<file path="config.mk">
export PLATFORM = sky130hd
export DESIGN_NAME = scanner_link_flat
export DESIGN_NICKNAME = d
export VERILOG_FILES = /design/src/rtl/scanner_pkg.sv /design/src/rtl/scanner_link_if.sv /design/src/rtl/scanner_ser_tx.sv /design/src/rtl/scanner_link.sv /design/src/flat_wrapper.sv
export SDC_FILE = /design/constraint.sdc
export NUM_CORES = 1
export LEC_CHECK = 0
export ABC_AREA = 1
export BUFFER_PORTS_ARGS = -buffer_cell sky130_fd_sc_hd__buf_2
export CAP_MARGIN = 20
export CORE_AREA = 2 2 69 71
export DETAILED_ROUTE_END_ITERATION = 10
export DIE_AREA = 0 0 71 73
export PLACE_DENSITY = 0.56
export SETUP_SLACK_MARGIN = 0.2
export SLEW_MARGIN = 20
export SYNTH_ARGS = -nofsm -noshare
export SYNTH_HDL_FRONTEND = slang
export SYNTH_SLANG_ARGS = --single-unit
</file>
<file path="constraint.sdc">
create_clock -name clk -period 4.1 [get_ports clk]
set_input_delay 0.205 -clock clk [delete_from_list [all_inputs] [get_ports clk]]
set_output_delay 0.205 -clock clk [all_outputs]
set_load 0.05 [all_outputs]
</file>
<file path="src/rtl/scanner_pkg.sv">
// Shared definitions for the scanner link: FSM states, transfer steps and command codes.
package scanner_pkg;

  typedef enum logic [1:0] {
    IDLE     = 2'd0,
    ACTIVE   = 2'd1,
    STANDBY  = 2'd2,
    TRANSFER = 2'd3
  } state_t;

  typedef enum logic [1:0] {
    XF_CMD     = 2'd0,
    XF_PAYLOAD = 2'd1,
    XF_DRAIN   = 2'd2
  } xfer_step_t;

  localparam int CMD_READY = 2;
  localparam int CMD_START = 3;
  localparam int CMD_FULL  = 4;
  localparam int CMD_DATA  = 7;

endpackage

</file>
<file path="src/rtl/scanner_link_if.sv">
// Scan-control strobes, serial link pins and status bundled between the fabric and the scanner node.
interface scanner_link_if #(
  parameter int FILL_W = 4
);
  logic              start_i;
  logic              peer_half_i;
  logic              ready_xfer_i;
  logic              ser_clk_o;
  logic              ser_data_o;
  logic              busy_o;
  logic [1:0]        state_o;
  logic [FILL_W-1:0] fill_o;

  modport master (
    output start_i, peer_half_i, ready_xfer_i,
    input  ser_clk_o, ser_data_o, busy_o, state_o, fill_o
  );

  modport slave (
    input  start_i, peer_half_i, ready_xfer_i,
    output ser_clk_o, ser_data_o, busy_o, state_o, fill_o
  );
endinterface

</file>
<file path="src/rtl/scanner_ser_tx.sv">
// W-bit LSB-first frame serializer: two clk per bit (data phase, then clock-high phase).
// ready is also raised in the final clock-high phase so a new frame can follow with no gap.
module scanner_ser_tx #(
  parameter int W = 8
) (
  input  logic         clk,
  input  logic         rst,
  input  logic         load_i,
  input  logic [W-1:0] word_i,
  output logic         ready_o,
  output logic         ser_clk_o,
  output logic         ser_data_o,
  output logic         busy_o
);
  localparam int BW = (W > 1) ? $clog2(W) : 1;

  logic          busy;
  logic          phase;
  logic [BW-1:0] bit_cnt;
  logic [W-1:0]  shreg;
  logic          last;

  assign last    = phase && (bit_cnt == BW'(W - 1));
  assign ready_o = !busy || last;

  always_ff @(posedge clk) begin
    if (rst) begin
      busy    <= 1'b0;
      phase   <= 1'b0;
      bit_cnt <= '0;
      shreg   <= '0;
    end else if (load_i && ready_o) begin
      busy    <= 1'b1;
      phase   <= 1'b0;
      bit_cnt <= '0;
      shreg   <= word_i;
    end else if (busy) begin
      if (!phase) begin
        phase <= 1'b1;
      end else if (last) begin
        busy    <= 1'b0;
        phase   <= 1'b0;
        bit_cnt <= '0;
        shreg   <= '0;
      end else begin
        phase   <= 1'b0;
        bit_cnt <= bit_cnt + BW'(1);
        shreg   <= shreg >> 1;
      end
    end
  end

  assign ser_clk_o  = phase;
  assign ser_data_o = busy && shreg[0];
  assign busy_o     = busy;

endmodule

</file>
<file path="src/rtl/scanner_link.sv">
// Scanner node: free-running sample tick, saturating fill counter, latched threshold commands
// arbitrated onto the serializer, and a CMD_DATA + payload transfer that the peer can cut short.
module scanner_link
  import scanner_pkg::*;
#(
  parameter int DEPTH     = 10,
  parameter int WARN_LVL  = 8,
  parameter int START_LVL = 9,
  parameter int W         = 8,
  parameter int DIV       = 8
) (
  input logic          clk,
  input logic          rst,
  scanner_link_if.slave bus
);
  localparam int FW = $clog2(DEPTH + 1);
  localparam int DW = (DIV > 1) ? $clog2(DIV) : 1;

  state_t     state, state_nxt;
  xfer_step_t step, step_nxt;
  logic [DW-1:0] div_cnt;
  logic          tick;
  logic [FW-1:0] fill, fill_nxt;
  logic flag_ready, flag_ready_nxt;
  logic flag_start, flag_start_nxt;
  logic flag_full, flag_full_nxt;
  logic full_sent, full_sent_nxt;
  logic abort_q, abort_nxt;
  logic          tx_load;
  logic [W-1:0]  tx_word;
  logic          tx_ready;
  logic          tx_busy;
  logic          drop;

  assign tick = (div_cnt == DW'(DIV - 1));

  always_ff @(posedge clk) begin
    if (rst || tick) div_cnt <= '0;
    else             div_cnt <= div_cnt + DW'(1);
  end

  always_ff @(posedge clk) begin
    if (rst) begin
      state      <= IDLE;
      step       <= XF_CMD;
      fill       <= '0;
      flag_ready <= 1'b0;
      flag_start <= 1'b0;
      flag_full  <= 1'b0;
      full_sent  <= 1'b0;
      abort_q    <= 1'b0;
    end else begin
      state      <= state_nxt;
      step       <= step_nxt;
      fill       <= fill_nxt;
      flag_ready <= flag_ready_nxt;
      flag_start <= flag_start_nxt;
      flag_full  <= flag_full_nxt;
      full_sent  <= full_sent_nxt;
      abort_q    <= abort_nxt;
    end
  end

  // Once the peer reports half-full, nothing beyond the frame on the wire is started.
  assign drop = abort_q || bus.peer_half_i;

  always_comb begin
    state_nxt      = state;
    step_nxt       = step;
    fill_nxt       = fill;
    flag_ready_nxt = flag_ready;
    flag_start_nxt = flag_start;
    flag_full_nxt  = flag_full;
    full_sent_nxt  = full_sent;
    abort_nxt      = abort_q;
    tx_load        = 1'b0;
    tx_word        = '0;

    case (state)
      IDLE: begin
        if (bus.start_i) state_nxt = ACTIVE;
      end

      ACTIVE: begin
        if (tx_ready) begin
          if (flag_ready) begin
            tx_load        = 1'b1;
            tx_word        = W'(CMD_READY);
            flag_ready_nxt = 1'b0;
          end else if (flag_start) begin
            tx_load        = 1'b1;
            tx_word        = W'(CMD_START);
            flag_start_nxt = 1'b0;
          end else if (flag_full) begin
            tx_load       = 1'b1;
            tx_word       = W'(CMD_FULL);
            flag_full_nxt = 1'b0;
            full_sent_nxt = 1'b1;
          end
        end
        // Flags are set after arbitration so a fresh threshold is never cleared unsent.
        if (tick && (fill != FW'(DEPTH))) begin
          fill_nxt = fill + FW'(1);
          if (fill_nxt == FW'(WARN_LVL))  flag_ready_nxt = 1'b1;
          if (fill_nxt == FW'(START_LVL)) flag_start_nxt = 1'b1;
          if (fill_nxt == FW'(DEPTH))     flag_full_nxt  = 1'b1;
        end
        if (full_sent && !tx_busy) state_nxt = bus.ready_xfer_i ? TRANSFER : STANDBY;
      end

      STANDBY: begin
        if (bus.ready_xfer_i || bus.peer_half_i) state_nxt = TRANSFER;
      end

      TRANSFER: begin
        abort_nxt = abort_q || bus.peer_half_i;
        case (step)
          XF_CMD: begin
            if (tx_ready) begin
              tx_load  = 1'b1;
              tx_word  = W'(CMD_DATA);
              step_nxt = XF_PAYLOAD;
            end
          end
          XF_PAYLOAD: begin
            if (drop) begin
              if (!tx_busy) step_nxt = XF_DRAIN;
            end else if (tx_ready) begin
              tx_load  = 1'b1;
              tx_word  = W'(fill);
              step_nxt = XF_DRAIN;
            end
          end
          default: ;
        endcase
        if ((step == XF_DRAIN || (step == XF_PAYLOAD && drop)) && !tx_busy) begin
          state_nxt     = IDLE;
          step_nxt      = XF_CMD;
          fill_nxt      = '0;
          full_sent_nxt = 1'b0;
          abort_nxt     = 1'b0;
        end
      end

      default: state_nxt = IDLE;
    endcase
  end

  scanner_ser_tx #(.W(W)) u_tx (
    .clk        (clk),
    .rst        (rst),
    .load_i     (tx_load),
    .word_i     (tx_word),
    .ready_o    (tx_ready),
    .ser_clk_o  (bus.ser_clk_o),
    .ser_data_o (bus.ser_data_o),
    .busy_o     (tx_busy)
  );

  assign bus.busy_o  = tx_busy;
  assign bus.state_o = state;
  assign bus.fill_o  = fill;

endmodule

</file>
<file path="src/flat_wrapper.sv">
// flat-port wrapper written by rule: the top's interface ports become plain ports
module scanner_link_flat import scanner_pkg::*;
#(
  parameter int DEPTH     = 10,
  parameter int WARN_LVL  = 8,
  parameter int START_LVL = 9,
  parameter int W         = 8,
  parameter int DIV       = 8
)
  (clk, rst, bus_start_i, bus_peer_half_i, bus_ready_xfer_i, bus_ser_clk_o, bus_ser_data_o, bus_busy_o, bus_state_o, bus_fill_o);
  scanner_link_if #(.FILL_W((4))) bus_i ();
  input logic clk;
  input logic rst;
  input wire logic [$bits(bus_i.start_i)-1:0] bus_start_i;
  input wire logic [$bits(bus_i.peer_half_i)-1:0] bus_peer_half_i;
  input wire logic [$bits(bus_i.ready_xfer_i)-1:0] bus_ready_xfer_i;
  output wire logic [$bits(bus_i.ser_clk_o)-1:0] bus_ser_clk_o;
  output wire logic [$bits(bus_i.ser_data_o)-1:0] bus_ser_data_o;
  output wire logic [$bits(bus_i.busy_o)-1:0] bus_busy_o;
  output wire logic [$bits(bus_i.state_o)-1:0] bus_state_o;
  output wire logic [$bits(bus_i.fill_o)-1:0] bus_fill_o;
  assign bus_i.start_i = bus_start_i;
  assign bus_i.peer_half_i = bus_peer_half_i;
  assign bus_i.ready_xfer_i = bus_ready_xfer_i;
  assign bus_ser_clk_o = bus_i.ser_clk_o;
  assign bus_ser_data_o = bus_i.ser_data_o;
  assign bus_busy_o = bus_i.busy_o;
  assign bus_state_o = bus_i.state_o;
  assign bus_fill_o = bus_i.fill_o;
  scanner_link #(.DEPTH(DEPTH), .WARN_LVL(WARN_LVL), .START_LVL(START_LVL), .W(W), .DIV(DIV)) u_core (.clk(clk), .rst(rst), .bus(bus_i));
endmodule
</file>
# Word level (Yosys, flattened, before mapping)
# Cells that the tools add are included.
[word_totals]
regBits = 29
latch_bits = 0
ramBits = 0
romBits = 0
in_bits = 5
out_inout_bits = 9
word_cells = 126
mem_count = 0
[op_classes]
add_sub_neg = 3
n_mul = 0
div_mod_pow = 0
order_cmp = 0
eq_ne = 23
shift = 0
mux = 61
n_bitwise = 0
reduce_logical = 26
[op_table]
columns = ["operator", "n"]
rows = [
  ["$mux W8", 7],
  ["$pmux W8 S2", 2],
  ["$mux W1", 30],
  ["$mux W2", 9],
  ["$eq A4 B4 Y1 const B", 3],
  ["$mux W4", 3],
  ["$ne A2 B1 Y1 const B", 5],
  ["$mux W3", 3],
  ["$ne A2 B2 Y1 const B", 4],
  ["$ne A4 B4 Y1 const B", 2],
  ["$pmux W2 S4", 1],
  ["$pmux W4 S2", 1],
  ["$logic_and A1 B1 Y1", 7],
  ["$mux W7", 1],
  ["$add A3 B1 Y3 const B", 2],
  ["$eq A2 B2 Y1 const B", 3],
  ["$eq A3 B3 Y1 const B", 2],
  ["$pmux W1 S2", 3],
  ["$reduce_and A6 Y1", 1],
  ["$reduce_bool A2 Y1", 3],
  ["$logic_or A1 B1 Y1", 5],
  ["$reduce_and A5 Y1", 1],
  ["$add A4 B1 Y4 const B", 1],
  ["$eq A2 B1 Y1 const B", 2],
  ["other kinds (10)", 12],
]

# Depth between registers and ports, before layout
[depth]
depth_word = 10
ltp_mapped = 10
ltp_nobuf = 10

# Cells and area by module
# From an unflattened synthesis, not the netlist that was laid out.
[unflattened]
hier_cells = 252
area_unflattened_um2 = 1818.0
[modules_own_cells]
columns = ["module", "n_inst", "cells_per_inst", "area_per_inst_um2", "seq_area_each_um2"]
rows = [
  ["scanner_link", 1, 149, 1088.5, 320.3],
  ["scanner_ser_tx", 1, 103, 729.4, 260.2],
]

# Worst setup path after synthesis
# Ideal clock, no wire load.
[synth_path]
path_kind = "reg-to-reg"
from = "reg u_core.state[0] (netlist: u_core.bus.state_o[0])"
to = "reg u_core.u_tx.shreg[2]"
t_arrival_ns = 1.661
t_required_ns = 3.983
slack_ns = 2.322
stages_incl_launch_ff = 10
path_cell_list = "dfxtp_1 -> ha_1 -> buf_6 -> inv_4 -> nor2_2 -> nand3_2 -> nand3_2 -> nand3_1 -> nor2_1 -> nor2_1"
[synth_between]
elab_chain_cells = 5
word_cells_on_any_way = 9
cone_classes = "eq/ne (2); mux (3); reduce/logical (4)"
[synth_rtl]
columns = ["item", "line_no", "text"]
rows = [
  ["start, declared", "scanner_link.sv:19", "state_t state, state_nxt;"],
  ["start signal, assigned", "scanner_link.sv:53", "state <= state_nxt;"],
  ["$eq A2 B2 Y1 or $eq A2 B1 Y1 (tied branches)", "scanner_link.sv:79", "case (state)"],
  ["$pmux W1 S2", "scanner_link.sv:79", ""],
  ["$logic_and A1 B1 Y1", "scanner_ser_tx.sv:32", "end else if (load_i && ready_o) begin"],
  ["$reduce_bool A2 Y1 (no source line)", "n/a", ""],
  ["$reduce_and A2 Y1 (no source line)", "n/a", ""],
  ["end signal, assigned", "scanner_ser_tx.sv:36", "shreg <= word_i;"],
  ["end signal, assigned", "scanner_ser_tx.sv:48", "shreg <= shreg >> 1;"],
  ["end, declared", "scanner_ser_tx.sv:20", "logic [W-1:0] shreg;"],
]
# Parallel ways exist; a longest one is shown, timed or not.
# A chain may end at the register's enable or synchronous reset.

# Final worst setup path
# Same ends and word-level chain as after synthesis.

==> summary by stage <==
Logic synthesis
In this run the mean area of a mapped cell was slightly below 7 um^2. Synthesis handed over a netlist of 221 instances. The number of nets in the synthesized netlist is between 200 and 250. The multiplexer fraction of the synthesized cell area is 0%. The netlist uses 25 different library cells.

The synthesized netlist occupies a cell area of 1520 um^2. The number of warnings reported in the yosys synthesis log is 0. After Yosys synthesis, full adders, half adders and majority gates account for 10.7% of the synthesized area.

The post-synthesis simple-gate area fraction is between 30% and 40%. The register area share after synthesis is 32.8%. The main combinational cell family by area after synthesis is simple AND/OR/NAND/NOR gates.

The number of flip-flops and latches in the synthesized netlist is 25. Of the total synthesized cell area, the portion taken by XOR and XNOR cells is less than 1%. Summing the areas of all compound-gate instances in the mapped netlist gives 8.46% of the synthesized area.

Floorplanning
For this design the top-level I/O count stands at 14. The horizontal die dimension is 71 um. The total number of placement rows is 25. The initial cell density of the core is between 30% and 40%. The die covers between 5000 and 6000 um^2. The die is about 73 um tall. The core area is 4540 um^2.

Global routing
The via count of the first global-routing pass is 1236. Entering global routing, the biggest net connects 15 pins. The total global routing overflow is 0. The number of antenna violations at the first check in global routing is 0. The global-route usage over all layers is 13.5%. The global-route wire length before repair is 5650 um.

Setup path
In this run the worst path has a maximum fanout of 9. The worst setup path is of the reg -> reg kind. For the worst setup path, the data required time is between 4000 and 5000 ps. The worst reg2reg path startpoint is u_core.bus.state_o[0]. The number of cells on the worst reg-to-reg path is 8.

The endpoint class of the critical path is a register. The slowest stage of the critical path is the sky130_fd_sc_hd__ha_1 cell. The end of the worst register-to-register path is u_core.u_tx.shreg[2]. The worst setup path is launched from a register.

The signal on the critical path passes through ha_1 > inv_4 > nor2_2 > nand3_2 > nand3_2 > nand3_1 > nor2_1 > nor2_1. The minimum setup slack among reg-to-reg paths is 2380 ps. The delay of the slowest cell on the worst path is about 450 ps.

The data arrival at the endpoint of the critical path is 1900 ps.

Timing
Counting I/O delays and the setup requirement, the final critical path takes 1720 ps. The worst hold slack after final layout is approximately 240 ps. The final setup TNS is 0 ps. Timing would allow up to slightly below 600 MHz. The clock skew is 9.14 ps. Setup repair after global routing left no endpoint under its margin. The remaining max-slew budget at the tightest pin is 72.5%. The post-route clock period utilization is about 42%.

The final hold violation count came to 0. Setup violations remaining at the end of the flow were counted as 0. The final max-slew violation count was 0. The transition time at the pin with the least slew margin is approximately 410 ps.

Route
Once detail routing completed, the nets flagged for antenna violations numbered 0. In the routed layout, each cell is associated on average with a via count of 4.90. The iteration count of the initial detailed-routing pass is 4. The total length of routed wires is 3240 um. The number of vias in the routed layout is 1407. The residual DRC count is 0.

The violation count after the first detailed-route iteration is 49. After detailed routing, the average wire length per cell comes to roughly 11 um.

Pwr
Across the VDD grid, the largest voltage drop is 0.339 mV. The leakage power of the design is 0.000828 uW. Dividing total power by cell area gives a power density of 584 nW/um^2.

CTS
The clock tree buffer depth is 2. The clock-pin slew on the worst setup and hold paths is around 100 ps. The count of hold buffers inserted by post-cts repair is 0. The clock insertion delay at the later pin of the skew report is 280 ps. TritonCTS built the clock tree. Post-CTS repair changed the size of 0 cells.

In this run the post-CTS setup repair buffer count came out at 0. The TritonCTS buffer count is 3. The sink count of the clock tree is 25. The total number of H-tree levels is 1. The root cell of the clock tree is sky130_fd_sc_hd__clkbuf_8.

Layout
The final net count is 252. The share of cells above drive strength 1 is 13.7%. The area overhead of the layout relative to synthesis is 9.77%. The repair_antennas step left the layout with diodes totalling 0.

The most common cell after layout, fill and taps aside is sky130_fd_sc_hd__nand2_1. The final instance count without filler cells is 287. In the layout the commonest cells are sky130_fd_sc_hd__nand2_1, sky130_fd_sc_hd__inv_1, sky130_fd_sc_hd__dfxtp_1.

Placed design
The number of port buffers is 13. The placed cell count is 283. At the end of routability-driven placement, the weighted congestion stood at 0.822. Detailed placement finished with a half-perimeter wire length of 2430 um.

Hold path
The end of the worst hold path is u_core.step[0]. The worst hold path was traced through 2 stages. The min-delay analysis places its worst path in the category in -> reg. The worst hold path begins at rst.

Outcome
The run finished with clean final reports.

Job
Across the run, the number of max-cap violations was 0.
[kinds of logic after synthesis]
kind of cell               after synthesis
AOI/OAI and AO/OA                       25
buffers and inverters                   36
DFF                                     25
and+or+nand+nor                        121
xor gates and xnor gates                 1
adders and majority gates               13
[cells in the mapped netlist]
library cell	count	area, um^2
sky130_fd_sc_hd__o211ai_1	1	7.51
sky130_fd_sc_hd__nor3_1	1	5.00
sky130_fd_sc_hd__nand2_1	51	191
sky130_fd_sc_hd__clkbuf_1	1	3.75
sky130_fd_sc_hd__nand2_2	4	25.0
sky130_fd_sc_hd__ha_1	13	163
sky130_fd_sc_hd__nor2_2	2	12.5
sky130_fd_sc_hd__xor2_1	1	8.76
sky130_fd_sc_hd__buf_6	1	11.3
sky130_fd_sc_hd__nor2_1	24	90.1
sky130_fd_sc_hd__inv_2	1	3.75
sky130_fd_sc_hd__inv_4	1	6.26
sky130_fd_sc_hd__nand3_1	21	105
sky130_fd_sc_hd__or2_2	1	6.26
sky130_fd_sc_hd__o21ai_0	6	30.0
sky130_fd_sc_hd__buf_2	3	15.0
sky130_fd_sc_hd__inv_1	29	109
sky130_fd_sc_hd__o21ai_1	1	5.00
sky130_fd_sc_hd__nand3_2	3	30.0
sky130_fd_sc_hd__nand4_1	11	68.8
sky130_fd_sc_hd__nand3_4	1	17.5
sky130_fd_sc_hd__dfxtp_1	25	500
sky130_fd_sc_hd__nand2_4	2	22.5
sky130_fd_sc_hd__a21oi_1	16	80.1
sky130_fd_sc_hd__o22ai_1	1	6.26
[critical path: cells and delay by family (launching register included)]
family,cells,cell delay [ps]
fa+ha+maj,1,450
flops,1,440
buf+inv,1,100
simple gates,6,630
[final cells by class]
class,count,area [um^2]
fillers,505,2860
multi-input cells,160,875
flip-flops and latches,25,500
inverters,31,119
well taps,54,67.6
repair buffers,13,65.1
clock buffers,3,41.3
clock inverters,1,5.00
[through the flow]
stage               setup WS [ps]  total power [uW]  util [%]  instance area [um^2]
global placement             2440               834      35.9                  1630
finish                       2380               976      36.9                  1670
global route                 2190              1060      36.9                  1670
CTS                          2380               987      36.9                  1670
floorplan                    2320               730         -                  1520
detailed placement           2390               832      35.9                  1630
[power breakdown]
| part | switching, uW | internal (uW) |
|---|---|---|
| sequential | 68.2 | 288 |
| clock | 83.9 | 68.2 |
| combinational | 329 | 139 |
[layer usage]
metal	global-route usage, %	up-vias	share of wire (%)
li1	-	743	-
met1	18.3	629	49
met2	21.8	31	44
met3	2.49	4	5.2
met4	4.40	0	1.4
met5	0	-	0
[worst max-delay path by stage]
| stage | start | to | slack, ps | cells past startpoint |
|---|---|---|---|---|
| final | u_core.bus.state_o[0] | u_core.u_tx.shreg[2] | 2380 | 8 |
| after global routing | u_core.bus.state_o[0] | u_core.u_tx.shreg[2] | 2190 | 8 |
| after CTS | u_core.bus.state_o[0] | u_core.u_tx.shreg[2] | 2380 | 8 |
| after detailed placement | u_core.bus.state_o[0] | u_core.u_tx.shreg[2] | 2390 | 8 |
| after global placement | u_core.bus.state_o[0] | u_core.u_tx.shreg[2] | 2440 | 8 |
| after floorplan | u_core.bus.state_o[0] | u_core.u_tx.shreg[2] | 2320 | 9 |
[sequential cells by signal (all words and copies together), names as in the netlist]
register / count
u_core.full_sent: 1
u_core.bus.state_o: 2
u_core.u_tx.ser_clk_o: 1
u_core.div_cnt: 3
u_core.bus.fill_o: 4
u_core.step: 2
u_core.flag_full: 1
u_core.flag_start: 1
u_core.u_tx.shreg: 4
u_core.u_tx.busy_o: 1
u_core.u_tx.bit_cnt: 3
u_core.flag_ready: 1
u_core.abort_q: 1
Power figures use the tool's default switching activity.
